===== src/rtl/hamming_accum.sv =====
// Bit-serial Hamming-distance accumulator: each XOR difference word is shifted out one bit
// per cycle and its set bits are summed into a saturating per-frame counter.
module hamming_accum #(
    parameter int N  = 16,
    parameter int AW = 16
) (
    input  logic          clk,
    input  logic          rst,
    input  logic [N-1:0]  in_word,
    input  logic          in_valid,
    input  logic          in_last,
    output logic          in_ready,
    output logic [AW-1:0] out_count,
    output logic          out_ovf,
    output logic          out_valid,
    input  logic          out_ready
);

    localparam int              CW       = (N > 1) ? $clog2(N) : 1;
    localparam logic [CW-1:0]   LAST_BIT = CW'(N - 1);
    localparam logic [AW-1:0]   ACC_MAX  = '1;

    typedef enum logic [1:0] {
        IDLE   = 2'd0,
        SHIFT  = 2'd1,
        REPORT = 2'd2
    } state_t;

    state_t        r_state;
    state_t        w_next;
    logic [N-1:0]  r_shreg;
    logic [CW-1:0] r_bitcnt;
    logic          r_last;
    logic [AW-1:0] r_acc;
    logic          r_ovf;
    logic          w_accept;
    logic          w_shift_done;
    logic          w_result;

    assign w_accept     = (r_state == IDLE) && in_valid;
    assign w_shift_done = (r_state == SHIFT) && (r_bitcnt == LAST_BIT);
    assign w_result     = (r_state == REPORT) && out_ready;

    always_ff @(posedge clk or posedge rst) begin
        if (rst) r_state <= IDLE;
        else     r_state <= w_next;
    end

    always_comb begin
        w_next = r_state;
        case (r_state)
            IDLE:    if (in_valid) w_next = SHIFT;
            SHIFT:   if (w_shift_done) w_next = r_last ? REPORT : IDLE;
            REPORT:  if (out_ready) w_next = IDLE;
            default: w_next = IDLE;
        endcase
    end

    // Shift register and bit counter only move while a word is being serialised.
    always_ff @(posedge clk or posedge rst) begin
        if (rst) begin
            r_shreg  <= '0;
            r_bitcnt <= '0;
            r_last   <= 1'b0;
        end else if (w_accept) begin
            r_shreg  <= in_word;
            r_bitcnt <= '0;
            r_last   <= in_last;
        end else if (r_state == SHIFT) begin
            r_shreg  <= r_shreg >> 1;
            r_bitcnt <= r_bitcnt + CW'(1);
        end
    end

    // Accumulator spans all words of a frame; cleared only when the result is taken.
    always_ff @(posedge clk or posedge rst) begin
        if (rst) begin
            r_acc <= '0;
            r_ovf <= 1'b0;
        end else if (w_result) begin
            r_acc <= '0;
            r_ovf <= 1'b0;
        end else if ((r_state == SHIFT) && r_shreg[0]) begin
            if (r_acc == ACC_MAX) r_ovf <= 1'b1;
            else                  r_acc <= r_acc + AW'(1);
        end
    end

    assign in_ready  = (r_state == IDLE);
    assign out_valid = (r_state == REPORT);
    assign out_count = r_acc;
    assign out_ovf   = r_ovf;

endmodule

===== config.mk =====
export PLATFORM = sky130hd
export DESIGN_NAME = hamming_accum
export DESIGN_NICKNAME = d
export VERILOG_FILES = /design/src/rtl/hamming_accum.sv
export SDC_FILE = /design/constraint.sdc
export NUM_CORES = 1
export LEC_CHECK = 0
export BUFFER_PORTS_ARGS = -buffer_cell sky130_fd_sc_hd__buf_4
export CAP_MARGIN = 25
export CORE_MARGIN = 10
export CORE_UTILIZATION = 35
export CTS_BUF_LIST = sky130_fd_sc_hd__clkbuf_2 sky130_fd_sc_hd__clkbuf_4 sky130_fd_sc_hd__clkbuf_8
export CTS_CLUSTER_SIZE = 40
export DETAILED_ROUTE_END_ITERATION = 12
export PLACE_DENSITY = 0.56
export SLEW_MARGIN = 20
export SYNTH_ARGS = -nofsm -noshare
export SYNTH_HDL_FRONTEND = slang
export SYNTH_SLANG_ARGS = --single-unit

===== constraint.sdc =====
create_clock -name clk -period 4.25 [get_ports clk]
set_clock_uncertainty 0.15 [all_clocks]
set_input_delay 0.2125 -clock clk [delete_from_list [all_inputs] [get_ports clk]]
set_output_delay 0.2125 -clock clk [all_outputs]
set_load 0.02 [all_outputs]

==> reports/metrics.yaml, run 1 <==
setup_path:
  crit_buf_inv: 0
  cp-start-kind: "register"
  cp_top_family: "simple AND/OR/NAND/NOR gates"
  crit_path_end_kind: "register"
  crit_path_max_incr_delay_ns: 0.56
  critical_path_arrival_ns: 2.22
  worstPathCellList: "and3b_2 -> o2111ai_4 -> or4_1 -> a21oi_1"
  crit_cells: 4
  required_ns: 4.32
  slowest_stage: "and3b_2"
  worstSetupPathType: "reg2reg"
  reg2reg_depth: 4
  crit_path_max_fanout: 20
route:
  route.detailed.drc: 0
  initialDrtViolationCount: 99
  wl_per_cell_um: 15.4
  drtAntennaViolNets: 0
  drtPass1Iterations: 4
  vias: 1821
  drt-total-wl_um: 5240
  routed_via_density: 5.36
clocking:
  cts_tree: "built"
  clock_sinks: 40
  cts.clk_slew.worst_paths_ns: 0.09
  cts_htree_levels: 2
  clock_path_buffers: 2
  cts_buffers: 5
  insertion_delay_ns: 0.29
  cts_root_buf: "clkbuf_8"
  post_cts.repair.setup_buffers: 0
timing:
  holdWs_ns: 0.00400
  finalSetupViolCount: 0
  finalWorstSetupSlack_ns: 2.10
  period_share_pct: 50.7
  period_needed_ns: 2.15
  clock.fmax_mhz: 464
  hold_viol: 0
  setup-tns-final_ns: 0
  slew_violations: 0
  worst_slew_pin_slew_ns: 0.720
  grt_setup_unrepaired: "no"
  slew_headroom_pct: 52.0
final_layout:
  stdcell_count: 340
  drive_gt1_share_pct: 23.1
  nNetsFinal: 290
  insertedDiodeCount: 0
  final_util_pct: 47.9
  area_growth_pct: 31.4
  fillers: 546
floorplanning:
  rows: 27
  ios: 40
  dieWidth_um: 96.2
  dieArea_mm2: 0.00926
  start_util_pct: 36.5
  core_area_mm2: 0.00557
  die_y_um: 96.2
synth:
  synth.most_common_cell: "nand2_1"
  netlist_instances: 211
  yosysWarnings: 0
  synth.area.top_cells: "dfrtp_1 (49%), nand2_1 (9.0%), a22oi_1 (5.5%), a21oi_1 (3.7%), o31ai_1 (3.7%)"
  yosysSeqAreaShare_pct: 49.2
  synth_top_area_share_pct: 49.2
  yosys-top-cells-count: "nand2_1 (49), dfrtp_1 (40), a21oi_1 (15), a22oi_1 (15)"
  postSynthAreaPerCell_um2: 9.64
  synth_top_area_cell: "dfrtp_1"
  ys_seq_elements: 40
  async_reset_ff_share_pct: 100
  synth_nets: 234
  synth_edf_count: 0
  ys_types: 38
  syn_area_mm2: 0.00203
  synth_flop_cell: "dfrtp_1"
placed_design:
  gp_congestion: 0.755
  dp_worst_setup_slack_ns: 1.88
  placed_cells: 314
  dpl.hpwl_um: 3460
  io_buffer_count: 39
status:
  status: "completed"
global_routing:
  first_global_vias: 1859
  grt_antenna_before_repair: 0
  grt_pass1_wl_um: 9100
  grt_overflow: 0
  grt_max_degree: 41
  track_usage_pct: 12.2
power_and_ir_drop:
  p_per_area_mw_per_mm2: 499
  ir_worst_vdd_v: 0.000292
  p_leak_uw: 0.00123
worst_hold_path:
  holdPathStages: 3
  hp-class: "in2reg"
job:
  cap_violations: 0
## through the flow
stage / cell area, um^2 / total power, uW
5_1_grt: 2670 / 1450
4_1_cts: 2650 / 1350
6_report: 2670 / 1330
3_5_place_dp: 2370 / 1000
2_1_floorplan: 2030 / 866
3_3_place_gp: 2370 / 991
## sequential cells by signal, summed over array words and instances (netlist names)
register   cells
r_last         1
out_ovf        1
out_count     16
r_bitcnt       4
r_shreg       16
r_state        2
## area by class of cell
| class | count | area, um^2 | area share [%] |
|---|---|---|---|
| Tap cell | 72 | 90.1 | 3.37 |
| Clock inverter | 2 | 38.8 | 1.45 |
| Multi-Input combinational cell | 159 | 966 | 36.1 |
| Sequential cell | 40 | 1000 | 37.5 |
| Timing Repair Buffer | 59 | 487 | 18.2 |
| Clock buffer | 6 | 82.6 | 3.09 |
| Inverter | 2 | 7.51 | 0.281 |
## cell families (layout without fill, tap and decap cells)
family          after synthesis  after routing  share of synthesized area (%)
fa+ha+maj                     2              2                           1.23
simple gates                101            101                           27.1
buf+inv                      12             69                           3.51
compound gates               56             56                           19.0
flops                        40             40                           49.2
## layout by cell type (no fill, tap or decap), types with 3 or more instances in the layout
master         Yosys  final
nand2_1           49     49
o31ai_1           10     10
or3_1              3      3
dlygate4sd3_1      0     16
a22oi_1           15     15
or4_1             10     10
o21ai_0            8      8
buf_4              1     42
nand4_1            4      4
nand3_1            9      9
nor2_1             5      5
dfrtp_1           40     40
a21oi_1           15     15
clkbuf_8           0      6
## worst paths after layout
path,start,endpoint,slack [ns]
min,in_word[13],r_shreg[13]$_DFFE_PP0P_,0.004
min in group asynchronous,rst,r_bitcnt[2]$_DFFE_PP0P_,0.44
max in group asynchronous,rst,out_count[14]$_DFFE_PP0P_,3.13
max,r_state[0]$_DFFE_PP0P_,out_count[9]$_DFFE_PP0P_,2.10
min reg2reg,r_shreg[0]$_DFFE_PP0P_,r_shreg[0]$_DFFE_PP0P_,0.33
max reg2reg,r_state[0]$_DFFE_PP0P_,out_count[9]$_DFFE_PP0P_,2.10
## tightest hold or removal path: stages
cell and delay [ns]:
buf_4 0.08, a22oi_1 0.06, nand2_1 0.06
## metal layers
metal / share of wire, % / GRT usage, %
met1: 44 / 15.1
met2: 49 / 19.8
met3: 5.7 / 3.66
met4: 1.0 / 4.42
met5: 0 / 0
## power by group
| group | internal (uW) | total [uW] | switching (uW) |
|---|---|---|---|
| logic | 181 | 421 | 240 |
| clock network | 192 | 331 | 139 |
| registers | 493 | 581 | 88.3 |
| total | 866 | 1330 | 468 |
## repair_timing
item / CTS / global route
hold buffers: 16 / 0
endpoints found under the hold margin: 55 / 0
resized for setup: 0 / 0
setup endpoints to repair: 0 / 0
Power figures use the tool's default switching activity.
==> run 2, diff against run 1 <==
--- a/config.mk
+++ b/config.mk
@@ -5,6 +5,7 @@
 export SDC_FILE = /design/constraint.sdc
 export NUM_CORES = 1
 export LEC_CHECK = 0
+export ABC_AREA = 1
 export BUFFER_PORTS_ARGS = -buffer_cell sky130_fd_sc_hd__buf_4
 export CAP_MARGIN = 25
 export CORE_MARGIN = 10
==> constraint.sdc (replaced) <==
create_clock -name clk -period 2.2 [get_ports clk]
set_clock_uncertainty 0.15 [all_clocks]
set_input_delay 0.11 -clock clk [delete_from_list [all_inputs] [get_ports clk]]
set_output_delay 0.11 -clock clk [all_outputs]
set_load 0.02 [all_outputs]
==> run 2 against run 1 <==
Routed wire length is 4.9% lower. Sequential power rose by 94%. Die area increased by 1.4%. Global-route usage is 1.3 points lower. Hold slack improved by 0.0027 ns. Synthesized area increased by 1.8%. Count of clock-buffer cells in the layout unchanged. Clock power grew 95%. Synthesized cell count is 22% higher. Final cell count increased by 16%. Critical path type unchanged. Highest routed layer unchanged.
==> reports/metrics.yaml, run 2 <==
timing:
  clock.fmax_mhz: 571  # +23%
  slew_headroom_pct: 62.2  # +10 points
  slew_violations: 0  # unchanged
  setup-tns-final_ns: 0  # unchanged
  grt_setup_unrepaired: "no"
  finalSetupViolCount: 0  # unchanged
  period_needed_ns: 1.75  # -0.401 ns
  worst_slew_pin_slew_ns: 0.566  # -0.153 ns
  hold_viol: 0  # unchanged
  period_share_pct: 79.6  # +29 points
synth:
  postSynthAreaPerCell_um2: 8.02  # -17%
  yosys-top-cells-count: "nand2_1 (82), dfrtp_1 (40), inv_1 (35), nand3_1 (17), nor2_1 (17)"
  synth_top_area_share_pct: 48.4  # -0.86 points
  synth_nets: 281  # +20%
  ys_types: 26  # -32%
  yosysWarnings: 0  # unchanged
  ys_seq_elements: 40  # unchanged
  netlist_instances: 258  # +22%
  syn_area_mm2: 0.00207  # +1.8%
  synth.area.top_cells: "dfrtp_1 (48%), nand2_1 (15%), inv_1 (6.3%), o221ai_1 (6.3%), nand3_1 (4.1%)"
  synth.most_common_cell: "nand2_1"
  synth_edf_count: 0  # unchanged
  async_reset_ff_share_pct: 100  # unchanged
  yosysSeqAreaShare_pct: 48.4  # -0.86 points
  synth_top_area_cell: "dfrtp_1"
  synth_flop_cell: "dfrtp_1"
setup_path:
  slowest_stage: "dfrtp_1"
  crit_path_max_incr_delay_ns: 0.42  # -0.14 ns
  worstPathCellList: "ha_1 -> nand2_1 -> nor2_2 -> nand2_2 -> nor2_1 -> nand2_1 -> nand2_4 -> o21ai_0"
  cp_top_family: "simple AND/OR/NAND/NOR gates"
  crit_path_max_fanout: 19  # -5.0%
  crit_buf_inv: 0  # unchanged
  crit_path_end_kind: "register"
  worstSetupPathType: "reg2reg"
  cp-start-kind: "register"
  critical_path_arrival_ns: 1.78  # -0.44 ns
  required_ns: 2.23  # -2.09 ns
  cpMostUsedCell: "nand2_1"
final_layout:
  fin_area_mm2: 0.00274  # +2.5%
  mostFrequentLayoutCell: "nand2_1"
  area_growth_pct: 32.4
  insertedDiodeCount: 0  # unchanged
  nNetsFinal: 343  # +18%
  stdcell_count: 393  # +16%
  drive_gt1_share_pct: 19.3  # -3.8 points
  final_cell_mix: "nand2_1 (82), buf_4 (41), dfrtp_1 (40)"
power_and_ir_drop:
  p_int_uw: 1800  # +110%
  combPwrFrac_pct: 39.9  # +8.3 points
  power_frac_seq_pct: 38.3  # -5.3 points
  ir_worst_vdd_v: 0.000404  # +38%
  p_per_area_mw_per_mm2: 1080  # +120%
  p_leak_uw: 0.00133  # +7.8%
  switching_share_pct: 38.9  # +3.8 points
  clock_power_share_pct: 21.8  # -3.0 points
  power.net_switching_uw: 1150  # +150%
route:
  initialDrtViolationCount: 48  # -52%
  wl_per_cell_um: 12.7  # -18%
  drt-total-wl_um: 4980  # -4.9%
  route.detailed.drc: 0  # unchanged
  vias: 1840  # +1.0%
  drtAntennaViolNets: 0  # unchanged
  drtPass1Iterations: 4  # unchanged
  routed_via_density: 4.68  # -13%
placed_design:
  io_buffer_count: 39  # unchanged
  place_area_mm2: 0.00244  # +2.8%
  dpl.hpwl_um: 3590  # +3.8%
  placed_cells: 367  # +17%
  gp_congestion: 0.885  # +17%
clocking:
  cts.clk_slew.worst_paths_ns: 0.08  # about the same
  cts_tree: "built"
  clock_path_buffers: 2  # unchanged
  clock_sinks: 40  # unchanged
  cts_root_buf: "clkbuf_8"
  cts_htree_levels: 2  # unchanged
  insertion_delay_ns: 0.30  # about the same
  cts_buffers: 5  # unchanged
global_routing:
  grtUsageMet2_pct: 18.9  # -0.87 points
  grt_antenna_before_repair: 0  # unchanged
  grt_util_met1_pct: 12.3  # -2.8 points
  grt_overflow: 0  # unchanged
  grt_max_degree: 41  # unchanged
  grt_pass1_wl_um: 8790  # -3.4%
  track_usage_pct: 11.0  # -1.3 points
  first_global_vias: 1916  # +3.1%
  use_met3_pct: 3.83  # +0.17 points
  top_usage_layer: "met2"
status:
  status: "completed"
worst_hold_path:
  hp-class: "in2reg"
floorplanning:
  die_y_um: 96.9  # +0.71%
  core_area_mm2: 0.00561  # +0.61%
  ios: 40  # unchanged
  start_util_pct: 36.9  # +0.43 points
  dieWidth_um: 96.9  # +0.71%
  rows: 27  # unchanged
  dieArea_mm2: 0.00939  # +1.4%
job:
  cap_violations: 0  # unchanged
run 2: cell types whose count changed after synthesis, moves of 6 or more:
cell / delta
a21oi_1: -13
a22oi_1: -15
inv_1: +33
nand2_1: +33
nand3_1: +8
nor2_1: +12
o21ai_1: +6
o221ai_1: +15
o31ai_1: -10
or4_1: -10
run 2: stage by stage:
stage / setup slack (ns) / total power, uW / hold slack (ns) / utilization [%]
6_report: 0.448 / 2950 / 0.00670 / 48.9
5_1_grt: 0.210 / 3220 / 0.0177 / 48.9
4_1_cts: 0.438 / 2990 / 0.00500 / 48.9
3_5_place_dp: 0.451 / 2310 / 0.128 / 43.5
3_3_place_gp: 0.458 / 2300 / 0.131 / 43.5
2_1_floorplan: 0.411 / 1990 / 0.0696 / -
run 2: what timing repair did:
action                    4_1_cts  5_1_grt
hold buffers                   18        0
hold endpoints to repair       57        0
buffers inserted                0        0
gates resized for setup         0        0
run 2: final timing paths:
check	start	end	slack, ns	cells after the start
worst max register to register	out_count[0]$_DFFE_PP0P_	out_count[4]$_DFFE_PP0P_	0.45	8
min in group asynchronous	rst	out_count[0]$_DFFE_PP0P_	0.34	4
worst max-delay path	out_count[0]$_DFFE_PP0P_	out_count[4]$_DFFE_PP0P_	0.45	8
worst min-delay path	in_valid	r_state[1]$_DFFE_PP0P_	0.007	4
worst min register to register	r_last$_DFFE_PP0P_	r_last$_DFFE_PP0P_	0.34	2
max in group asynchronous	rst	out_count[12]$_DFFE_PP0P_	1.20	4
run 2: cell families after synthesis:
logic type	synth area share, %
AND/OR/NAND/NOR	27.4
adder cells (fa/ha/maj)	1.21
buffers and inverters	8.10
flip-flops	48.4
AO/OA/AOI/OAI	12.4
XOR/XNOR	2.54
run 2: worst reg2reg max path: stages, from the launching register on:
cell and delay (ns):
dfrtp_1 0.42, ha_1 0.20, nand2_1 0.09, nor2_2 0.18, nand2_2 0.10, nor2_1 0.11
nand2_1 0.09, nand2_4 0.19, o21ai_0 0.12
run 2: power groups by stage:
stage | Clock (uW) | Sequential (uW) | Combinational (uW)
after floorplan | 0 | 1180 | 812
after global placement | 0 | 1140 | 1160
after detailed placement | 0 | 1150 | 1170
after CTS | 660 | 1130 | 1200
after global routing | 699 | 1170 | 1350
final | 644 | 1130 | 1180
run 2: layer usage:
metal	routed length (um)	part of all wire, %
met5	0	0
met4	53	1.1
met3	227	4.6
met2	2440	49
met1	2260	45
run 2: area by class of cell:
| class | count | area (um^2) |
|---|---|---|
| Clock inverter | 2 | 38.8 |
| Inverter | 37 | 139 |
| Clock buffer | 6 | 82.6 |
| Fill cell | 574 | 2870 |
| Timing Repair Buffer | 59 | 488 |
| Sequential cell | 40 | 1000 |
| Tap cell | 72 | 90.1 |
| Multi-Input combinational cell | 177 | 901 |
==> run 3, diff against run 2 <==
--- a/config.mk
+++ b/config.mk
@@ -5,7 +5,7 @@
 export SDC_FILE = /design/constraint.sdc
 export NUM_CORES = 1
 export LEC_CHECK = 0
-export ABC_AREA = 1
+export ABC_AREA = 0
 export BUFFER_PORTS_ARGS = -buffer_cell sky130_fd_sc_hd__buf_4
 export CAP_MARGIN = 25
 export CORE_MARGIN = 10
@@ -13,7 +13,7 @@
 export CTS_BUF_LIST = sky130_fd_sc_hd__clkbuf_2 sky130_fd_sc_hd__clkbuf_4 sky130_fd_sc_hd__clkbuf_8
 export CTS_CLUSTER_SIZE = 40
 export DETAILED_ROUTE_END_ITERATION = 12
-export PLACE_DENSITY = 0.56
+export PLACE_DENSITY = 0.58
 export SLEW_MARGIN = 20
 export SYNTH_ARGS = -nofsm -noshare
 export SYNTH_HDL_FRONTEND = slang
==> constraint.sdc (replaced) <==
create_clock -name clk -period 1.5 [get_ports clk]
set_clock_uncertainty 0.15 [all_clocks]
set_input_delay 0.075 -clock clk [delete_from_list [all_inputs] [get_ports clk]]
set_output_delay 0.075 -clock clk [all_outputs]
set_load 0.02 [all_outputs]
==> run 3 against run 2 <==
The flow now finishes with violations (setup timing). First-iteration DRC count rose by 96%. Setup slack lost 0.71 ns. Sequential share of layout area down 6.5 points. Non-clock buffer count up 63. Combinational power rose by 56%. Final cell count grew 2.3%. Count of clock-buffer cells in the layout up 1. Flip-flop and latch count unchanged. Core utilization increased by 12 points. Hold slack better by 0.16 ns. Critical endpoint is now out_count[12]$_DFFE_PP0P_.
==> reports/metrics.yaml, run 3 (synthesized netlist as in run 1, its figures left out) <==
placed_design:
  dpl.hpwl_um: 4100  # +14%
  gp_congestion: 0.820  # -7.4%
  io_buffer_count: 39  # unchanged
timing:
  setup-tns-final_ns: -3.50  # -3.50 ns
  period_share_pct: 117  # +38 points
  clock.fmax_mhz: 569  # -0.36%
  finalSetupViolCount: 17  # +17
  hold_viol: 0  # unchanged
  period_needed_ns: 1.76  # +0.00639 ns
  slew_headroom_pct: 64.8  # +2.6 points
  slew_violations: 0  # unchanged
  grt_setup_unrepaired: "yes"
  worst_slew_pin_slew_ns: 0.528  # -0.0381 ns
  finalWorstSetupSlack_ns: -0.259  # -0.706 ns
  holdWs_ns: 0.168  # +0.161 ns
clocking:
  cts.clk_slew.worst_paths_ns: 0.08  # about the same
  cts_buffers: 5  # unchanged
  cts_root_buf: "clkbuf_8"
  clock_sinks: 40  # unchanged
  clock_path_buffers: 2  # unchanged
  cts_tree: "built"
  insertion_delay_ns: 0.29  # about the same
  cts_htree_levels: 2  # unchanged
global_routing:
  grt_pass1_wl_um: 10200  # +16%
  grt_overflow: 0  # unchanged
  grt_antenna_before_repair: 0  # unchanged
  first_global_vias: 2248  # +17%
  track_usage_pct: 13.6  # +2.7 points
  grt_max_degree: 41  # unchanged
status:
  failed_checks: "setup timing"
  status: "complete, but fails checks"
floorplanning:
  dieArea_mm2: 0.00926  # -1.4%
  dieWidth_um: 96.2  # -0.70%
  core_area_mm2: 0.00557  # -0.60%
  start_util_pct: 36.5  # -0.43 points
  rows: 27  # unchanged
  die_y_um: 96.2  # -0.70%
  ios: 40  # unchanged
route:
  drt-total-wl_um: 6090  # +22%
  drtAntennaViolNets: 0  # unchanged
  drtPass1Iterations: 4  # unchanged
  routed_via_density: 5.17  # +10%
  wl_met1_um: 2530  # +12%
  met3_length_um: 367  # +62%
  route.detailed.drc: 0  # unchanged
  vias: 2077  # +13%
  initialDrtViolationCount: 94  # +96%
  top_layer: "met4"
  wl_met2_um: 3140  # +29%
  wl_per_cell_um: 15.1  # +19%
power_and_ir_drop:
  ir_worst_vdd_v: 0.000781  # +93%
  p_per_area_mw_per_mm2: 1240  # +15%
  p_leak_uw: 0.00156  # +17%
setup_path:
  crit_path_max_fanout: 4  # -15
  worstSetupPathType: "reg2reg"
  crit_start: "r_state[1]$_DFFE_PP0P_"
  crit_path_end_kind: "register"
  reg2reg_to: "out_count[12]$_DFFE_PP0P_"
  r2r_setup_slack_ns: -0.26  # -0.71 ns
  critical_path_arrival_ns: 1.82  # +0.04 ns
  reg2reg_depth: 5  # -3
  critPathCapture: "out_count[12]$_DFFE_PP0P_"
  cp-start-kind: "register"
  timing.rr.start: "r_state[1]$_DFFE_PP0P_"
  required_ns: 1.56  # -0.67 ns
job:
  cap_violations: 0  # unchanged
worst_hold_path:
  hp-class: "in2reg"
final_layout:
  fillers: 502  # -13%
  final_util_pct: 60.8  # +12 points
  drive_gt1_share_pct: 51.8  # +33 points
  mostFrequentLayoutCell: "buf_4"
  nNetsFinal: 353  # +2.9%
  final_cell_mix: "buf_4 (90), nand2_1 (49), dfrtp_1 (26)"
  insertedDiodeCount: 0  # unchanged
  area_growth_pct: 66.6
## run 3: timing repair
action                     in CTS  in global routing
hold endpoints to repair       59                  0
hold buffers                   20                  0
setup endpoints to repair      21                 36
gates cloned                    1                  1
resized for setup              23                 35
setup buffers                   8                  3
pin swaps                      11                 13
## run 3: metal layers
layer	vias to the layer above	GRT usage (%)
met3	4	3.74
met5	-	0
met2	45	23.8
met1	1014	15.7
li1	1014	-
met4	0	4.55
## run 3: area by class of cell
class                           count  area [um^2]  area share, %
Tap cell                           72         90.1           2.66
Timing Repair Buffer              122         1010           29.8
Multi-Input combinational cell    159         1180           34.7
Sequential cell                    40         1020           30.1
Clock buffer                        7         83.8           2.47
Inverter                            2         7.51          0.222
## run 3: critical path, cell delays in order (launching register included)
cell and delay [ns]:
dfrtp_1 0.38, and3b_2 0.32, buf_4 0.14, o2111ai_2 0.16
or3_4 0.37, a21oi_2 0.16
## run 3: metrics by stage
| stage | worst slack, ns | cell area [um^2] | total power, uW | instances |
|---|---|---|---|---|
| after floorplan | -0.262 | 2080 | 2500 | 211 |
| after global placement | -0.253 | 2800 | 3150 | 365 |
| after detailed placement | -0.272 | 2800 | 3190 | 365 |
| after CTS | -0.244 | 3230 | 4080 | 399 |
| after global routing | -0.350 | 3390 | 4530 | 402 |
| final | -0.259 | 3390 | 4210 | 402 |
## run 3: worst min path at each step
stage	from	to	slack, ns	cells past startpoint
6_report	out_ready	out_count[14]$_DFFE_PP0P_	0.17	4
2_1_floorplan	in_last	r_last$_DFFE_PP0P_	0.03	2
3_3_place_gp	rst	out_count[6]$_DFFE_PP0P_	0.10	3
3_5_place_dp	rst	out_count[10]$_DFFE_PP0P_	0.1	3
4_1_cts	out_ready	out_count[14]$_DFFE_PP0P_	0.14	4
5_1_grt	out_ready	out_count[14]$_DFFE_PP0P_	0.14	4
## run 3: where the power goes
part	leakage, uW	switching (uW)	internal, uW
registers	0.000494	243	1410
clock network	0.0000452	361	357
logic	0.00102	895	942
